$ cat src/rtl/uart_rx_deserializer.sv
// 8N1 UART receiver: synchronises rx, times each bit from the start edge and
// emits one-cycle rxReady / framing_error pulses alongside the received byte.
module uart_rx_deserializer #(
    parameter int CLKS_PER_BIT = 434
) (
    input  logic       clk,
    input  logic       reset_n,
    input  logic       rx,
    output logic       rxReady,
    output logic [7:0] rxData,
    output logic       framing_error,
    output logic       rx_busy
);

    localparam int TIMER_W = $clog2(CLKS_PER_BIT);

    // The timer is cleared one edge after rx_s falls and is compared before it
    // increments, so it trails the true start-bit time by two cycles.
    localparam logic [TIMER_W-1:0] START_LAST = TIMER_W'(CLKS_PER_BIT / 2 - 2);
    localparam logic [TIMER_W-1:0] BIT_LAST   = TIMER_W'(CLKS_PER_BIT - 1);

    typedef enum logic [2:0] {
        IDLE,
        START,
        DATA,
        STOP,
        BREAK
    } state_t;

    logic               rx_meta;
    logic               rx_s;
    state_t             state_q,     state_d;
    logic [TIMER_W-1:0] timer_q,     timer_d;
    logic [2:0]         bit_cnt_q,   bit_cnt_d;
    logic [7:0]         shift_q,     shift_d;
    logic               stop_done_q, stop_done_d;
    logic               stop_bit_q,  stop_bit_d;
    logic               ready_d;
    logic               ferr_d;
    logic [7:0]         data_d;

    // NOTE: non-blocking assignments make rx_s take the previous rx_meta,
    // giving two real flop stages instead of one collapsed wire.
    always_ff @(posedge clk or negedge reset_n) begin
        if (!reset_n) begin
            rx_meta <= 1'b1;
            rx_s    <= 1'b1;
        end else begin
            rx_meta <= rx;
            rx_s    <= rx_meta;
        end
    end

    always_ff @(posedge clk or negedge reset_n) begin
        if (!reset_n) begin
            state_q       <= IDLE;
            timer_q       <= '0;
            bit_cnt_q     <= '0;
            shift_q       <= '0;
            stop_done_q   <= 1'b0;
            stop_bit_q    <= 1'b0;
            rxReady       <= 1'b0;
            framing_error <= 1'b0;
            rxData        <= '0;
        end else begin
            state_q       <= state_d;
            timer_q       <= timer_d;
            bit_cnt_q     <= bit_cnt_d;
            shift_q       <= shift_d;
            stop_done_q   <= stop_done_d;
            stop_bit_q    <= stop_bit_d;
            rxReady       <= ready_d;
            framing_error <= ferr_d;
            rxData        <= data_d;
        end
    end

    always_comb begin
        // NOTE: every signal gets a default before the case so no path leaves
        // one unassigned, which would otherwise infer a latch.
        state_d     = state_q;
        timer_d     = timer_q + 1'b1;
        bit_cnt_d   = bit_cnt_q;
        shift_d     = shift_q;
        stop_done_d = stop_done_q;
        stop_bit_d  = stop_bit_q;
        ready_d     = 1'b0;
        ferr_d      = 1'b0;
        data_d      = rxData;

        case (state_q)
            IDLE: begin
                timer_d     = '0;
                bit_cnt_d   = '0;
                stop_done_d = 1'b0;
                if (!rx_s) begin
                    state_d = START;
                end
            end

            START: begin
                if (timer_q == START_LAST) begin
                    timer_d = '0;
                    state_d = rx_s ? IDLE : DATA;
                end
            end

            DATA: begin
                if (timer_q == BIT_LAST) begin
                    timer_d   = '0;
                    shift_d   = {rx_s, shift_q[7:1]};
                    bit_cnt_d = bit_cnt_q + 3'd1;
                    if (bit_cnt_q == 3'd7) begin
                        state_d = STOP;
                    end
                end
            end

            STOP: begin
                if (stop_done_q) begin
                    // Outputs land the cycle after the stop mid-sample.
                    timer_d     = '0;
                    stop_done_d = 1'b0;
                    if (stop_bit_q) begin
                        ready_d = 1'b1;
                        data_d  = shift_q;
                        state_d = IDLE;
                    end else begin
                        ferr_d  = 1'b1;
                        state_d = BREAK;
                    end
                end else if (timer_q == BIT_LAST) begin
                    timer_d     = '0;
                    stop_done_d = 1'b1;
                    stop_bit_d  = rx_s;
                end
            end

            BREAK: begin
                timer_d = '0;
                if (rx_s) begin
                    state_d = IDLE;
                end
            end

            default: begin
                state_d = IDLE;
            end
        endcase
    end

    assign rx_busy = (state_q != IDLE);

endmodule

$ cat config.mk
export PLATFORM = sky130hd
export DESIGN_NAME = uart_rx_deserializer
export DESIGN_NICKNAME = d
export VERILOG_FILES = /design/src/rtl/uart_rx_deserializer.sv
export SDC_FILE = /design/constraint.sdc
export NUM_CORES = 1
export LEC_CHECK = 0
export ABC_AREA = 1
export BUFFER_PORTS_ARGS = -buffer_cell sky130_fd_sc_hd__buf_2
export CAP_MARGIN = 20
export CORE_AREA = 2 2 64 66
export DETAILED_ROUTE_END_ITERATION = 8
export DIE_AREA = 0 0 66 68
export PLACE_DENSITY_LB_ADDON = 0.1
export RECOVER_POWER = 25
export SLEW_MARGIN = 20
export SYNTH_ARGS = -nofsm -noshare
export SYNTH_HDL_FRONTEND = slang
export SYNTH_SLANG_ARGS = --single-unit
$ cat constraint.sdc
create_clock -name clk -period 1.7 [get_ports clk]
set_clock_uncertainty 0.15 [all_clocks]
set_input_delay 0.34 -clock clk [delete_from_list [all_inputs] [get_ports clk]]
set_output_delay 0.34 -clock clk [all_outputs]
set_load 0.005 [all_outputs]
==> summary.txt, run 1 <==
Global route
  – Gr ovfl total: 0
  – Initial antenna violation count: 0
  – Largest net degree at the start of global routing: 24
  – Overall Global Routing Usage: 15.3%
  – First-pass GRT wire length: 5030 um
  – Vias in the first global route: 1123

Detailed routing
  – First-pass iteration count of the detailed router: 4
  – DRT iter0 DRCs: 66
  – Via count: 1227
  – WL/cell: 10.9 um
  – Vias per cell: 4.68
  – Drt total wl: 2850 um
  – # DRC: 0
  – Post-DRT Antenna Nets: 0

Floorplanning
  – Die Wd: 66 um
  – Starting Density: 43.4%
  – Total core area: 3860 um^2
  – DIE AREA: 4490 um^2
  – Die height: 68 um
  – I/O pins: 14
  – Site Rows: 23

Layout
  – Commonest cells after routing, fill and taps aside: nand2_1, dfrtp_1, nor2_1
  – Fill cell count: 387
  – Core Util, Final: 50.9%
  – Reg area: 928 um^2
  – Share of layout cells above drive strength 1: 24.5%
  – Antenna Cells: 0
  – Final nets: 219
  – Multi-input gate area: 646 um^2
  – Commonest non-fill, non-tap cell in the layout: nand2_1
  – P&R area growth vs syn: 17.2%

Worst setup path
  – Req. time, crit path: 1210 ps
  – Slowest Stage Delay on Critical Path: 430 ps
  – CP startpoint kind: flip-flop
  – Critical path peak fanout: 6
  – Crit path max-delay cell type: dfrtp_1
  – Setup crit end kind: output port
  – CP cell instances: nor2_2 > nand2_2 > buf_2
  – Category of the most critical setup path: reg2out
  – Worst path arrival time: 1150 ps

CTS
  – H-tree depth: 2
  – Root Buffer: clkbuf_8
  – Clk Latency, worst-skew pair: 280 ps
  – CTS Buf Count: 5
  – Max clock buf depth: 2
  – CTS tree: yes
  – Clock Sinks: 37
  – Worst-path clk slew: 70 ps

Synth
  – YS warnings: 0
  – Distinct cells, synth: 22
  – Syn Std Cell Area: 1670 um^2
  – Post-Synthesis Net Count: 194
  – Cell count after synthesis: 187
  – Yosys reg bits: 37
  – Syn Area/Cell: 8.95 um^2
  – Sequential fraction of the synthesis area: 55.5%

Placement
  – GPL Wtd Cong: 0.836
  – Post-DP HPWL: 2150 um
  – IO Port Bufs: 13
  – Worst slack, placed: 109 ps

STA
  – Slew @ Worst Pin: 885 ps
  – Max-slew headroom: 41.0%
  – Count of final setup violators: 0
  – Period minus WS final: 1640 ps
  – Final WS setup: 64.0 ps
  – F_max: 0.611 GHz
  – Slew Limit Fails: 0
  – Final Hold Viols: 0
  – Final period util: 96.2%

Min path
  – Worst min path class: reg2reg

Power
  – Leakage power total: 0.998 nW
  – Peak VDD IR: 0.481 mV
  – Pwr dens: 776 nW/um^2

Flow run
  – Max Cap Viol: 0

Status
  – Status: complete, no violations
==> critical path: cells and delay by family, from the launching register on <==
| family | cells | cell delay, ps |
|---|---|---|
| buf+inv | 1 | 150 |
| flops | 1 | 430 |
| simple gates | 2 | 290 |
==> power by group <==
part,internal (mW),total (mW),switching [mW]
Sequential,0.884,0.885,0.000925
Clock,0.320,0.609,0.289
Combinational,0.00950,0.0292,0.0197
==> synthesized netlist by cell type <==
library cell / count / share of area, %
nor2_4: 1 / 0.67
buf_6: 2 / 1.3
o21bai_1: 1 / 0.45
nor3_4: 1 / 0.97
nor2_2: 2 / 0.75
nor2_1: 23 / 5.2
inv_2: 6 / 1.3
nand4_1: 1 / 0.37
nand3_2: 1 / 0.60
a21oi_1: 2 / 0.60
o21ai_2: 8 / 4.2
dfrtp_1: 35 / 52
inv_1: 17 / 3.8
nand3_1: 10 / 3.0
xor2_1: 3 / 1.6
ha_1: 4 / 3.0
or2_2: 1 / 0.37
dfstp_2: 2 / 3.1
nand2_2: 3 / 1.1
nand2_1: 52 / 12
o21ai_1: 2 / 0.60
o21ai_0: 10 / 3.0
==> timing repair <==
item	in CTS	in global routing
endpoints found under the hold margin	13	0
endpoints found under the setup margin	1	13
hold buffers	2	0
pin swaps	0	2
setup buffers	0	3
resized for setup	1	3
==> final timing paths <==
| kind | startpoint | endpoint | slack [ps] | cells past startpoint |
|---|---|---|---|---|
| min | rx_meta | rx_s | 210 | 0 |
| max | state_q[1] | rx_busy | 60 | 3 |
| max reg2reg | timer_q[0] | timer_q[8] | 120 | 7 |
| min in group asynchronous | reset_n | timer_q[5] | 540 | 2 |
| max in group asynchronous | reset_n | framing_error | 250 | 3 |
| min reg2reg | rx_meta | rx_s | 210 | 0 |
==> through the flow <==
step / TNS [ps] / instances / hold slack, ps / power (mW) / area [um^2]
floorplan: 0 / 187 / -106 / 0.904 / 1670
global placement: 0 / 250 / 121 / 0.929 / 1820
detailed placement: 0 / 250 / 128 / 0.930 / 1820
CTS: 0 / 259 / 210 / 1.56 / 1930
global route: -9.54 / 262 / 216 / 1.60 / 1960
finish: 0 / 262 / 207 / 1.52 / 1960
==> kinds of logic after synthesis <==
kind of cell,count (synthesis),synth area share [%]
compound gates,23,8.82
xor+xnor,3,1.57
fa+ha+maj,4,2.99
buf+inv,25,6.50
flops,37,55.5
simple gates,95,24.7
==> per-layer routing <==
layer  share of wire (%)  GRT usage [%]  vias up
met2                  48           24.9       12
met3                 3.4           5.43        6
li1                    -              -      633
met4                 1.7           6.12        0
met1                  47           18.8      576
met5                   0              0        -
==> layout make-up <==
| type | count | area share [%] |
|---|---|---|
| inverters | 23 | 4.53 |
| repair buffers | 20 | 7.46 |
| clock inverters | 1 | 0.383 |
| multi-input cells | 125 | 32.9 |
| flip-flops and latches | 37 | 47.3 |
| clock buffers | 6 | 4.21 |
| well taps | 50 | 3.19 |
==> registers in the layout (all words and copies together) (netlist names) <==
register / count
rx_meta: 1
rxData: 8
framing_error: 1
timer_q: 9
state_q: 3
bit_cnt_q: 3
rx_s: 1
stop_done_q: 1
shift_q: 8
rxReady: 1
stop_bit_q: 1
(Power assumes the default switching activity.)
==> run 2, diff against run 1 <==
- PLACE_DENSITY: not set -> 0.65
- PLACE_DENSITY_LB_ADDON: 0.1 -> not set
==> run 2 against run 1 <==
Net effect: power up 4.9%; die area unchanged; non-clock buffer count unchanged; wire length fell by 5.8%; combinational power down 16%; first-iteration DRC count down 23%; sequential power hardly changed; fmax rose by 0.87%; cell area decreased by 0.45%; sequential cell count unchanged; critical path type unchanged; largest cell class unchanged; largest power group unchanged.
==> summary.txt, run 2 (synthesis results as in run 1) <==
Layout
  – Cell area after layout: 1950 um^2
  – Share of layout cells above drive strength 1: 24.9%
  – Largest register FFs: 9
  – Multi-input gate area: 647 um^2
  – Largest regs: timer_q: 9 flops, rxData: 8 flops, shift_q: 8 flops
  – Fin cells: 263
  – Commonest non-fill, non-tap cell in the layout: nand2_1
  – Final nets: 219
  – Commonest cells after routing, fill and taps aside: nand2_1, dfrtp_1, nor2_1
  – Fill cell count: 393
  – Top reg by flops: timer_q
  – Reg area: 930 um^2
  – Antenna Cells: 0
  – P&R area growth vs syn: 16.7%

Floorplanning
  – Total core area: 3860 um^2
  – Starting Density: 43.4%
  – I/O pins: 14
  – Die Wd: 66 um
  – DIE AREA: 4490 um^2
  – Site Rows: 23
  – Die height: 68 um

Worst setup path
  – Setup crit end kind: output port
  – Reg2Reg Depth: 9
  – R2r startpoint: timer_q[1]
  – Crit path max-delay cell type: dfrtp_2
  – CP cell instances: nor2_4 > nand2_2 > buf_2
  – R2r endpoint: timer_q[0]
  – Worst path arrival time: 1130 ps
  – Category of the most critical setup path: reg2out
  – Buffers plus inverters on the worst setup path: 1
  – R2r setup slk: 110 ps
  – Req. time, crit path: 1210 ps
  – Slowest Stage Delay on Critical Path: 450 ps
  – CP delay by family, top: flip-flops
  – Critical path peak fanout: 6
  – CP startpoint kind: flip-flop

Power
  – Pwr dens: 818 nW/um^2
  – Clock network fraction of total power: 43.1%
  – Switching part of the total: 20.9%
  – Comb power frac: 1.5%
  – NetSw: 335 uW
  – Leakage power total: 1.01 nW
  – Internal power: 1.26 mW
  – Total Power: 1.60 mW
  – Portion of total power attributed to sequential cells: 55.4%
  – Peak VDD IR: 0.664 mV

STA
  – Slew Limit Fails: 0
  – Count of final setup violators: 0
  – Slew @ Worst Pin: 793 ps
  – Final period util: 95.4%
  – Period minus WS final: 1620 ps
  – F_max: 0.617 GHz
  – Final Hold Viols: 0
  – Max-slew headroom: 47.1%

Detailed routing
  – DRT iter0 DRCs: 51
  – Vias per cell: 4.49
  – Drt total wl: 2680 um
  – WL/cell: 10.2 um
  – First-pass iteration count of the detailed router: 5
  – Via count: 1181
  – # DRC: 0
  – Post-DRT Antenna Nets: 0

CTS
  – H-tree depth: 2
  – Clock Sinks: 37
  – Root Buffer: clkbuf_8
  – CTS tree: yes
  – CTS Buf Count: 5
  – Max clock buf depth: 2
  – Worst-path clk slew: 70 ps
  – Clk Latency, worst-skew pair: 290 ps

Global route
  – Gr ovfl total: 0
  – Vias in the first global route: 1076
  – Overall Global Routing Usage: 14.1%
  – First-pass GRT wire length: 4640 um
  – Largest net degree at the start of global routing: 38
  – Initial antenna violation count: 0

Min path
  – Worst min path class: reg2reg
  – Hold path start: rx_meta
  – Hold path cells: 0
  – Hold EP: rx_s

Placement
  – GPL Wtd Cong: 0.739
  – Inst Count DP: 251
  – Post-DP HPWL: 1880 um
  – IO Port Bufs: 13
  – Post-DP Area: 1800 um^2

Flow run
  – Max Cap Viol: 0

Status
  – Status: complete, no violations
run 2: power groups by stage:
stage                     Clock (mW)  Combinational, mW  Sequential (mW)
after floorplan                    0            0.00192            0.902
after global placement             0             0.0242            0.902
after detailed placement           0             0.0241            0.902
after CTS                      0.711             0.0275            0.885
after global routing           0.754             0.0299            0.885
final                          0.689             0.0245            0.885
run 2: worst max path at each step:
stage,startpoint,end,slack [ps],depth (start not counted)
6_report,state_q[1],rx_busy,80,3
5_1_grt,timer_q[1],timer_q[3],-10,9
4_1_cts,state_q[0],rx_busy,20,3
3_5_place_dp,timer_q[1],timer_q[0],110,11
3_3_place_gp,timer_q[1],timer_q[6],110,11
2_1_floorplan,timer_q[0],timer_q[8],230,7
run 2: worst reg2reg max path: stages (launching register included):
cell	delay, ps
dfrtp_1	400
inv_1	60
ha_1	130
nand2_1	60
nor2_2	120
nand2_2	100
a21oi_1	230
nand2_4	110
inv_4	90
nor2_1	40
run 2: cell type report:
type,count,area share (%)
Clock inverter,1,0.448
Multi-Input combinational cell,125,33.1
Sequential cell,37,47.6
Inverter,23,4.55
Tap cell,50,3.20
Clock buffer,7,4.93
Timing Repair Buffer,20,6.15
run 2: per-layer routing:
layer	GRT usage, %	share of wire, %
met5	0	0
met4	7.65	2.1
met2	21.1	45
met1	18.0	49
met3	4.93	4.1
run 2: metrics by stage:
step,hold WS [ps],utilization [%],setup WS (ps),setup TNS [ps]
4_1_cts,213,50.0,22.7,0
3_3_place_gp,196,46.7,111,0
6_report,210,50.6,78.1,0
3_5_place_dp,205,46.7,108,0
5_1_grt,221,50.6,-10.0,-19.0
2_1_floorplan,-106,-,229,0
run 2: timing repair:
item	in CTS	in global routing
resized for setup	1	5
hold buffers	2	0
endpoints found under the setup margin	1	11
hold endpoints to repair	36	0
buffers inserted	0	2
pin swaps	0	2
gates cloned	0	0
